**config.mk**
```make
export PLATFORM = sky130hd
export DESIGN_NAME = iob_mem_arbiter
export DESIGN_NICKNAME = d
export VERILOG_FILES = /design/src/rtl/iob_mem_arbiter_pkg.sv /design/src/rtl/iob_rr_prio.sv /design/src/rtl/iob_mem_arbiter.sv
export SDC_FILE = /design/constraint.sdc
export NUM_CORES = 1
export LEC_CHECK = 0
export BUFFER_PORTS_ARGS = -buffer_cell sky130_fd_sc_hd__buf_2
export CAP_MARGIN = 5
export CELL_PAD_IN_SITES_DETAIL_PLACEMENT = 1
export CELL_PAD_IN_SITES_GLOBAL_PLACEMENT = 1
export CORE_AREA = 5 5 119 121
export DETAILED_ROUTE_END_ITERATION = 6
export DIE_AREA = 0 0 124 126
export GPL_TIMING_DRIVEN = 0
export PLACE_DENSITY_LB_ADDON = 0.08
export REMOVE_ABC_BUFFERS = 1
export SYNTH_ARGS = -nofsm -noshare
export SYNTH_HDL_FRONTEND = slang
export SYNTH_SLANG_ARGS = --single-unit
```
**constraint.sdc**
```tcl
create_clock -name clk -period 2.75 [get_ports clk]
set_clock_uncertainty 0.15 [all_clocks]
set_input_delay 0.1375 -clock clk [delete_from_list [all_inputs] [get_ports clk]]
set_output_delay 0.1375 -clock clk [all_outputs]
set_load 0.005 [all_outputs]
```
**src/rtl/iob_mem_arbiter_pkg.sv**
```systemverilog
// rtl/iob_mem_arbiter_pkg.sv - FSM state type and bus-width helpers for the memory arbiter
package iob_mem_arbiter_pkg;

   typedef enum logic [1:0] {
      ST_IDLE = 2'd0,
      ST_ARB  = 2'd1,
      ST_BUSY = 2'd2
   } arb_state_t;

   // Request is packed {valid, address, wdata, wstrb}; response is {rdata, ready}.
   function automatic int req_width(input int addr_w, input int data_w);
      return 1 + addr_w + data_w + data_w / 8;
   endfunction

   function automatic int resp_width(input int data_w);
      return data_w + 1;
   endfunction

   function automatic int idx_width(input int n);
      return (n > 1) ? $clog2(n) : 1;
   endfunction

endpackage

```
**src/rtl/iob_rr_prio.sv**
```systemverilog
// rtl/iob_rr_prio.sv - combinational round-robin priority encoder, one-hot winner
module iob_rr_prio
   import iob_mem_arbiter_pkg::*;
#(
   parameter int N     = 2,
   parameter int IDX_W = idx_width(N)
) (
   input  logic [N-1:0]     req,
   input  logic [IDX_W-1:0] last,
   output logic [N-1:0]     winner
);

   // Scan starts one past the previous owner so it gets the lowest priority.
   always_comb begin
      winner = '0;
      for (int k = 1; k <= N; k++) begin
         if (req[(int'(last) + k) % N] && (winner == '0)) begin
            winner[(int'(last) + k) % N] = 1'b1;
         end
      end
   end

endmodule

```
**src/rtl/iob_mem_arbiter.sv**
```systemverilog
// rtl/iob_mem_arbiter.sv - round-robin arbiter sharing one native memory slave, with timeout
module iob_mem_arbiter
   import iob_mem_arbiter_pkg::*;
#(
   parameter int N_MASTERS = 2,
   parameter int ADDR_W    = 32,
   parameter int DATA_W    = 32,
   parameter int TIMEOUT_W = 8,
   localparam int REQ_W    = req_width(ADDR_W, DATA_W),
   localparam int RESP_W   = resp_width(DATA_W)
) (
   input  logic                          clk,
   input  logic                          resetn,
   input  logic [N_MASTERS*REQ_W-1:0]    m_req,
   output logic [N_MASTERS*RESP_W-1:0]   m_resp,
   output logic [REQ_W-1:0]              s_req,
   input  logic [RESP_W-1:0]             s_resp,
   output logic [N_MASTERS-1:0]          grant,
   output logic                          timeout_err
);

   localparam int IDX_W = idx_width(N_MASTERS);
   // Timeout fires on the (2^TIMEOUT_W - 1)th BUSY cycle; the counter holds prior BUSY cycles.
   localparam logic [TIMEOUT_W-1:0] TOUT_LAST = {{(TIMEOUT_W-1){1'b1}}, 1'b0};
   localparam logic [IDX_W-1:0]     LAST_RST  = IDX_W'(N_MASTERS - 1);

   arb_state_t           state_q, state_d;
   logic [N_MASTERS-1:0] req_valid;
   logic [N_MASTERS-1:0] prio_win;
   logic [N_MASTERS-1:0] grant_q;
   logic [IDX_W-1:0]     prio_idx;
   logic [IDX_W-1:0]     win_q;
   logic [IDX_W-1:0]     last_q;
   logic [TIMEOUT_W-1:0] tcnt_q;
   logic [REQ_W-2:0]     win_fields;

   for (genvar i = 0; i < N_MASTERS; i++) begin : g_valid
      assign req_valid[i] = m_req[i*REQ_W + REQ_W - 1];
   end

   iob_rr_prio #(
      .N     (N_MASTERS),
      .IDX_W (IDX_W)
   ) u_prio (
      .req    (req_valid),
      .last   (last_q),
      .winner (prio_win)
   );

   always_comb begin
      prio_idx = '0;
      for (int i = 0; i < N_MASTERS; i++) begin
         if (prio_win[i]) prio_idx = IDX_W'(i);
      end
   end

   assign win_fields = m_req[int'(win_q)*REQ_W +: REQ_W-1];
   assign grant      = grant_q;

   always_comb begin
      state_d     = state_q;
      s_req       = '0;
      m_resp      = '0;
      timeout_err = 1'b0;
      case (state_q)
         ST_IDLE: begin
            if (|req_valid) state_d = ST_ARB;
         end
         ST_ARB: begin
            state_d = ST_BUSY;
         end
         ST_BUSY: begin
            // Valid is forced so a master dropping valid early cannot strand the slave.
            s_req = {1'b1, win_fields};
            m_resp[int'(win_q)*RESP_W +: RESP_W] = s_resp;
            if (s_resp[0]) begin
               state_d = ST_IDLE;
            end else if (tcnt_q == TOUT_LAST) begin
               s_req[REQ_W-1] = 1'b0;
               m_resp[int'(win_q)*RESP_W +: RESP_W] = {{DATA_W{1'b0}}, 1'b1};
               timeout_err = 1'b1;
               state_d     = ST_IDLE;
            end
         end
         default: begin
            state_d = ST_IDLE;
         end
      endcase
   end

   always_ff @(posedge clk) begin
      if (!resetn) begin
         state_q <= ST_IDLE;
         grant_q <= '0;
         win_q   <= '0;
         last_q  <= LAST_RST;
         tcnt_q  <= '0;
      end else begin
         state_q <= state_d;
         case (state_q)
            ST_IDLE: begin
               if (state_d == ST_ARB) begin
                  grant_q <= prio_win;
                  win_q   <= prio_idx;
                  tcnt_q  <= '0;
               end
            end
            ST_BUSY: begin
               if (state_d == ST_IDLE) begin
                  grant_q <= '0;
                  last_q  <= win_q;
               end else begin
                  tcnt_q <= tcnt_q + 1'b1;
               end
            end
            default: begin
            end
         endcase
      end
   end

endmodule

```
# [Word level (Yosys, flattened, before mapping)]
# Index checks and enable logic that the tools add are counted.
[totals] reg_bits=14 latchBits=0 ramBits=0 romBits=0 input_bits=173 out_inout_bits=138 word_cells=75 mem_count=0
[op_classes] add_sub_neg=4 mul=2 div_mod_pow=0 n_lt_le_gt_ge=4 eq_ne=7 shifts=4 muxes=33 n_bitwise=4 reduce_logical=12
[ops] operator="$mux W66" count=3
[ops] operator="$shiftx A138 B9 Y68" count=1
[ops] operator="$mux W69" count=1
[ops] operator="$and A66 B66 Y66" count=1
[ops] operator="$bwmux W66" count=1
[ops] operator="$shift A33 B33 Y66 const A" count=1
[ops] operator="$shiftx A33 B33 Y66" count=1
[ops] operator="$shiftx A33 B33 Y66 const A" count=1
[ops] operator="$neg A7 Y33" count=1
[ops] operator="$mux W8" count=2
[ops] operator="$pmux W8 S2" count=1
[ops] operator="$mux W1" count=14
[ops] operator="$mux W2" count=7
[ops] operator="$add A8 B1 Y8 const B" count=1
[ops] operator="$eq A8 B8 Y1 const B" count=1
[ops] operator="$mul A1 B7 Y8 const B" count=1
[ops] operator="$mul A1 B6 Y7 const B" count=1
[ops] operator="$logic_not A2 Y1" count=3
[ops] operator="$lt A2 B3 Y1 const B" count=2
[ops] operator="$ne A2 B2 Y1 const B" count=3
[ops] operator="$pmux W2 S3" count=1
[ops] operator="$reduce_and A3 Y1" count=2
[ops] operator="$eq A2 B1 Y1 const B" count=2
[ops] operator="$ge A2 B1 Y1 const B" count=2
[ops] operator="10 further kinds" count=16

# [Longest topological paths before layout]
# Gate-level depths: netlist (run 1).
[depth] word_depth=12 depth_mapped=8 ltp_nobuf=6

# [Cells and area by module]
# From an unflattened synthesis (run 1), not the netlist that was laid out.
[hier_totals] hier_cells=315 area_unflattened_um2=2220.9
[by_module_without_submodules] mod="iob_mem_arbiter" instances=1 cells_per_inst=312 area_each_um2=2202.1 seq_area_each_um2=280.3
[by_module_without_submodules] mod="iob_rr_prio" instances=1 cells_per_inst=3 area_each_um2=18.8 seq_area_each_um2=0.0

# [Worst setup path before layout (run 1)]
# No wires, ideal clock.
[synth_path] kind="register to output" startpoint="register tcnt_q[0]" endpoint="output port m_resp[10]" t_arrival_ps=1689 required_ps=2463 path_slack_ps=773 path_stages_with_launch=9 n_path_buf=3 cell_sequence="dfxtp_1 -> inv_1 -> ha_1 -> and3_1 -> clkbuf_1 -> a31oi_1 -> clkbuf_1 -> buf_2 -> and3_1"
[synth_via] elab_chain_len=4
[synth_lines] item="start: declaration" line_no="iob_mem_arbiter.sv:34" source="logic [TIMEOUT_W-1:0] tcnt_q;"
[synth_lines] item="start signal: assignment" line_no="iob_mem_arbiter.sv:113" source="tcnt_q <= tcnt_q + 1'b1;"
[synth_lines] item="$eq A8 B8 Y1" line_no="iob_mem_arbiter.sv:78" source="end else if (tcnt_q == TOUT_LAST) begin"
[synth_lines] item="$mux W66" line_no="iob_mem_arbiter.sv:78"
[synth_lines] item="$mux W66" line_no="iob_mem_arbiter.sv:76" source="if (s_resp[0]) begin"
[synth_lines] item="$mux W66" line_no="iob_mem_arbiter.sv:65" source="case (state_q)"
[synth_lines] item="end: declaration" line_no="iob_mem_arbiter.sv:15" source="output logic [N_MASTERS*RESP_W-1:0] m_resp,"
# Every way passes these cells.

# [Final worst setup path (run 1)]
[layout_path] startpoint="register state_q[1]" endpoint="output port m_resp[42]"
[layout_via] elab_chain_len=2
[layout_lines] item="start: declaration" line_no="iob_mem_arbiter.sv:27" source="arb_state_t state_q, state_d;"
[layout_lines] item="start signal: assignment" line_no="iob_mem_arbiter.sv:99" source="state_q <= state_d;"
[layout_lines] item="$eq A2 B2 Y1" line_no="iob_mem_arbiter.sv:65"
[layout_lines] item="$mux W66" line_no="iob_mem_arbiter.sv:65"
# Every way passes these cells.

==> metrics.yaml, run 1 <==
status: "finished clean"
avgSynthCellArea_um2: 6.872
p_int_mw: 0.6689
setup_tns_ns: 0
antenna_left: 0
cap_violations: 0
core_um2: 12980
path_max_fanout: 58
p_leak_nw: 2.448
pwr-share-clk: 0.276
rsz0062_at_grt: "no"
fill_cells: 1720
cp-end-kind: "output port"
ios: 311
htreeDepth: 1
setup_slack_ns: 0.2981
hold_viol: 0
area_growth_pct: 85.07
clockRootBuffer: "clkbuf_16"
power_frac_seq: 0.239
drcViolationCount: 0
required_ns: 2.46
synthDistinctLibCells: 29
synth_area_um2: 2137
nets: 773
p_switching_mw: 0.3593
clock_latency_ns: 0.25
synth_seq_cells: 14
fin_crit_sh: 0.8916
pre_cts_ws_ns: 0.5355
track_usage: 0.1592
num_vias: 3359
drive_gt1_frac: 0.5360
hp-class: "input pin to flip-flop"
netlist_instances: 311
finalMaxSlewViolations: 0
postCtsSetupBuffers: 0
antenna_found_initial: 4
dr.pass1.iters: 4
max_freq_mhz: 407.8
numCtsBuffers: 3
wire_per_inst_um: 17.64
cts_resized: 0
cts.hold.buffers_added: 1
place_area_um2: 3861
port_buffers: 310
cts_tree: "done"
fin_util: 0.3047
die_area_um2: 15620
clk_pin_slew_ns: 0.05
switching_share: 0.3495
grt_pass1_vias: 3394
placed_cells: 768
ir_drop_mv: 0.1589
dp_hpwl_um: 11870
synth-seq-area-share: 0.1311
die-width_um: 124
fp-row-count: 42
worst_slew_pin_slew_ns: 0.8201
grt_max_degree: 59
relSlewSlack: 0.4527
worstSetupPathType: "flip-flop to output port"
p_per_area_nw_per_um2: 260.0
worstSetupStartpointType: "flip-flop"
grt_pass1_wl_um: 19200
cts_sinks: 14
clock_path_buffers: 2
initial_core_util: 0.1646
die_h_um: 126
yosysWarningCount: 0
setup_viol: 0
place.gp.congestion: 0.7889
comb_power_share: 0.485
wirelength_um: 13670
via_per_inst: 4.334
final_cell_count_no_fill: 775
drt_iter0_drc: 52
layout_min_cycle_time_ns: 2.452
design_area_um2: 3955
grt-ovfl-total: 0
arrival_ns: 2.16
-- final timing paths --
path	startpoint	endpoint	slack (ns)	cells after the start
setup / recovery	state_q[1]	m_resp[42]	0.30	5
hold / removal	m_req[68]	grant[0]	0.07	3
setup reg to reg	win_q	last_q	0.70	3
hold reg to reg	tcnt_q[7]	tcnt_q[7]	0.32	1
-- registers in the layout, summed over array words and instances (netlist names) --
register	cells
tcnt_q	8
win_q	1
grant	2
state_q	2
last_q	1
-- cells in the mapped netlist (all sizes together) --
cell type  number  area, µm²
a211oi          4      30.03
a21o            1      15.01
a21oi           7      35.03
a31oi           3      18.77
and3           66      412.9
and4            1      8.760
buf            14      67.57
clkbuf         18      67.56
dfxtp          14      280.3
ha              2      25.02
inv             4      15.01
mux2i          68      680.7
nand2           4      15.01
nand2b          2      12.51
nand3           6      30.03
nand3b          1      7.510
nand4           2      12.51
nor2           77      289.0
nor3            2      10.01
nor4            1      6.260
o21ai           5      25.02
o31ai           1      7.510
o41ai           1      8.760
or2b            1      7.510
or3             1      6.260
or3b            1      8.760
or4             1      7.510
xnor2           3      26.28
-- worst max-delay path, stage by stage (launching register included) --
cell     delay, ns
dfxtp_1       0.36
or2b_2        0.58
a31oi_4       0.36
buf_12        0.25
and3_1        0.22
buf_2         0.13
-- power by group through the flow --
stage / clock network [mW] / registers [mW] / logic (mW)
after floorplan: 0 / 0.267 / 0.231
after CTS: 0.292 / 0.246 / 0.511
after global placement: 0 / 0.285 / 0.488
after detailed placement: 0 / 0.250 / 0.509
after global routing: 0.305 / 0.249 / 0.553
final: 0.284 / 0.245 / 0.499
-- cell type report --
class | count | area [µm²] | share of cell area
Tap cell | 176 | 220.2 | 0.05568
Clock buffer | 4 | 78.83 | 0.01993
Timing Repair Buffer | 314 | 1629 | 0.4119
Antenna cell | 2 | 5.005 | 0.001265
Sequential cell | 14 | 284.0 | 0.07181
Multi-Input combinational cell | 261 | 1723 | 0.4356
Inverter | 4 | 15.01 | 0.003796
-- stage by stage --
step	hold WS (ns)	total power, mW
after detailed placement	0.2418	0.7587
final	0.06707	1.028
after global placement	0.2380	0.7734
after global routing	0.08059	1.107
after floorplan	0.07430	0.4980
after CTS	0.06536	1.049
-- layer usage --
| metal | part of all wire | GRT usage | vias to the layer above | wire length (µm) |
|---|---|---|---|---|
| met5 | 0.0050 | 0 | - | 68 |
| li1 | - | - | 1664 | - |
| met2 | 0.53 | 0.3105 | 175 | 7267 |
| met1 | 0.34 | 0.1556 | 1497 | 4587 |
| met4 | 0.0070 | 0.02384 | 8 | 96 |
| met3 | 0.12 | 0.06771 | 15 | 1654 |
-- placed cells by master (no fill, tap or decap), types with 2 or more instances in the layout --
| master | n |
|---|---|
| a211oi_1 | 4 |
| a21oi_1 | 7 |
| a31oi_1 | 2 |
| and3_1 | 66 |
| buf_12 | 2 |
| buf_2 | 310 |
| clkbuf_16 | 3 |
| dfxtp_1 | 13 |
| diode_2 | 2 |
| ha_1 | 2 |
| inv_1 | 4 |
| mux2i_1 | 68 |
| nand2_1 | 4 |
| nand2b_1 | 2 |
| nand3_1 | 6 |
| nand4_1 | 2 |
| nor2_1 | 77 |
| nor3_1 | 2 |
| o21ai_0 | 5 |
| xnor2_1 | 3 |
-- cell families after synthesis --
family / count (synthesis) / share of synthesized area
buffers and inverters: 36 / 0.07026
AOI/OAI and AO/OA: 22 / 0.06557
adders and majority gates: 2 / 0.01171
xor gates and xnor gates: 3 / 0.01230
DFF: 14 / 0.1311
and+or+nand+nor: 166 / 0.3905
muxes: 68 / 0.3185
(Power assumes the default switching activity.)
==> inputs of run 2 (changes only) <==
--- a/config.mk
+++ b/config.mk
@@ -7,11 +7,9 @@
 export LEC_CHECK = 0
 export BUFFER_PORTS_ARGS = -buffer_cell sky130_fd_sc_hd__buf_2
 export CAP_MARGIN = 5
-export CELL_PAD_IN_SITES_DETAIL_PLACEMENT = 1
-export CELL_PAD_IN_SITES_GLOBAL_PLACEMENT = 1
-export CORE_AREA = 5 5 119 121
+export CORE_AREA = 5 5 118 120
 export DETAILED_ROUTE_END_ITERATION = 6
-export DIE_AREA = 0 0 124 126
+export DIE_AREA = 0 0 123 125
 export GPL_TIMING_DRIVEN = 0
 export PLACE_DENSITY_LB_ADDON = 0.08
 export REMOVE_ABC_BUFFERS = 1
==> run 2 against run 1 <==
Final area shrank 0.13%; non-clock buffer count is 1 lower; combinational power decreased by 1%; global-route usage is 2.0 points lower; core utilization grew 0.21 points; via count shrank 2.3%; clock power rose by 7.7%; register-to-register slack got worse by 0.02 ns; critical endpoint is now m_resp[49]; largest cell class unchanged.
==> metrics.yaml, run 2 (synthesis gave the netlist of run 1 again) <==
cts_sinks: 14  # unchanged
hp-class: "input pin to flip-flop"  # unchanged
p_switching_mw: 0.3535  # was 0.3593 mW
top_register: "tcnt_q"  # unchanged
max_freq_mhz: 390.5  # was 407.8 MHz
final_cell_mix: "310 x buf_2, 77 x nor2_1, 68 x mux2i_1, 66 x and3_1, 13 x dfxtp_1"  # unchanged
p_per_area_nw_per_um2: 264.7  # was 260.0 nW/µm²
cts_resized: 0  # unchanged
p_leak_nw: 2.450  # was 2.448 nW
required_ns: 2.46  # about the same
worst_slew_pin_slew_ns: 0.8300  # was 0.8201 ns
dp_hpwl_um: 10150  # was 11870 µm
via_per_inst: 4.250  # was 4.334
cp-end-kind: "output port"  # unchanged
power_frac_seq: 0.236  # was 0.239
setup_tns_ns: 0  # unchanged
wirelength_um: 12060  # was 13670 µm
hold_viol: 0  # unchanged
grt_max_degree: 61  # was 59
port_buffers: 310  # unchanged
clock_path_buffers: 2  # unchanged
fin_crit_sh: 0.9313  # was 0.8916
numCtsBuffers: 3  # unchanged
antenna_left: 0  # unchanged
htreeDepth: 1  # unchanged
die_h_um: 125  # was 126 µm
status: "finished clean"  # unchanged
postCtsSetupBuffers: 0  # unchanged
initial_core_util: 0.1660  # was 0.1646
die_area_um2: 15380  # was 15620 µm²
finalMaxSlewViolations: 0  # unchanged
grt_pass1_wl_um: 17110  # was 19200 µm
cts_tree: "done"  # unchanged
drive_gt1_frac: 0.5386  # was 0.5360
place.gp.congestion: 0.8153  # was 0.7889
clock_latency_ns: 0.25  # about the same
drt_iter0_drc: 57  # was 52
fp-row-count: 42  # unchanged
track_usage: 0.1392  # was 0.1592
grt_pass1_vias: 3175  # was 3394
ir_drop_mv: 0.1445  # was 0.1589 mV
diodes: 0  # was 2
dr.pass1.iters: 4  # unchanged
wire_per_inst_um: 15.62  # was 17.64 µm
layout_min_cycle_time_ns: 2.561  # was 2.452 ns
mostFrequentLayoutCell: "buf_2"  # unchanged
nets: 772  # was 773
switching_share: 0.3381  # was 0.3495
cts.hold.buffers_added: 0  # was 1
setup_viol: 0  # unchanged
largest_reg_flops: 8  # unchanged
area_growth_pct: 84.84  # was 85.07%
num_vias: 3281  # was 3359
worstSetupStartpointType: "flip-flop"  # unchanged
p_int_mw: 0.6920  # was 0.6689 mW
worstSetupPathType: "flip-flop to output port"  # unchanged
core_um2: 12870  # was 12980 µm²
comb_power_share: 0.471  # was 0.485
clk_pin_slew_ns: 0.05  # about the same
rsz0062_at_grt: "no"  # unchanged
grt-ovfl-total: 0  # unchanged
clockRootBuffer: "clkbuf_16"  # unchanged
fin_util: 0.3068  # was 0.3047
relSlewSlack: 0.4461  # was 0.4527
ios: 311  # unchanged
arrival_ns: 2.27  # was 2.16 ns
cap_violations: 0  # unchanged
pwr-share-clk: 0.293  # was 0.276
drcViolationCount: 0  # unchanged
path_max_fanout: 60  # was 58
antenna_found_initial: 0  # was 4
die-width_um: 123  # was 124 µm
## run 2: worst max-delay path, cell delays in order, from the launching register on
cell and delay, ns:
dfxtp_1 0.37, or2b_2 0.53, buf_12 0.27, a31oi_4 0.27, buf_12 0.25, and3_1 0.20
buf_2 0.12
## run 2: final timing paths
| path | from | to | slack [ns] | depth (start not counted) |
|---|---|---|---|---|
| max | state_q[1] | m_resp[49] | 0.19 | 6 |
| min | resetn | last_q | 0.006 | 2 |
| max reg2reg | win_q | last_q | 0.68 | 3 |
| min reg2reg | tcnt_q[7] | tcnt_q[7] | 0.32 | 1 |
## run 2: final cells by class
class | count | area (µm²)
Fill cell | 1433 | 8925
Timing Repair Buffer | 313 | 1619
Clock buffer | 4 | 88.84
Inverter | 4 | 15.01
Multi-Input combinational cell | 261 | 1723
Tap cell | 176 | 220.2
Sequential cell | 14 | 284.0
## run 2: through the flow
step / worst slack (ns) / cells / hold WS, ns / area, µm² / total power [mW]
6_report: 0.1889 / 772 / 0.005795 / 3950 / 1.046
5_1_grt: 0.06631 / 772 / 0.02306 / 3950 / 1.123
4_1_cts: 0.1586 / 772 / 0.005751 / 3950 / 1.067
3_5_place_dp: 0.4319 / 768 / 0.2607 / 3861 / 0.7507
3_3_place_gp: -3.744 / 765 / 0.2472 / 3774 / 0.7664
2_1_floorplan: -1.845 / 279 / 0.07430 / 2002 / 0.4980
## run 2: power by group through the flow
stage	registers (mW)	clock network [mW]	logic, mW
after global routing	0.251	0.328	0.545
after global placement	0.285	0	0.482
after floorplan	0.267	0	0.231
after CTS	0.248	0.319	0.500
after detailed placement	0.252	0	0.498
final	0.247	0.306	0.492
## run 2: per-layer routing
layer / vias to the layer above / GRT usage / wire, µm
met1: 1431 / 0.1368 / 4201
met3: 4 / 0.04878 / 1418
met4: 0 / 0.01564 / 56
met2: 184 / 0.2811 / 6381
met5: - / 0 / 0
li1: 1662 / - / -
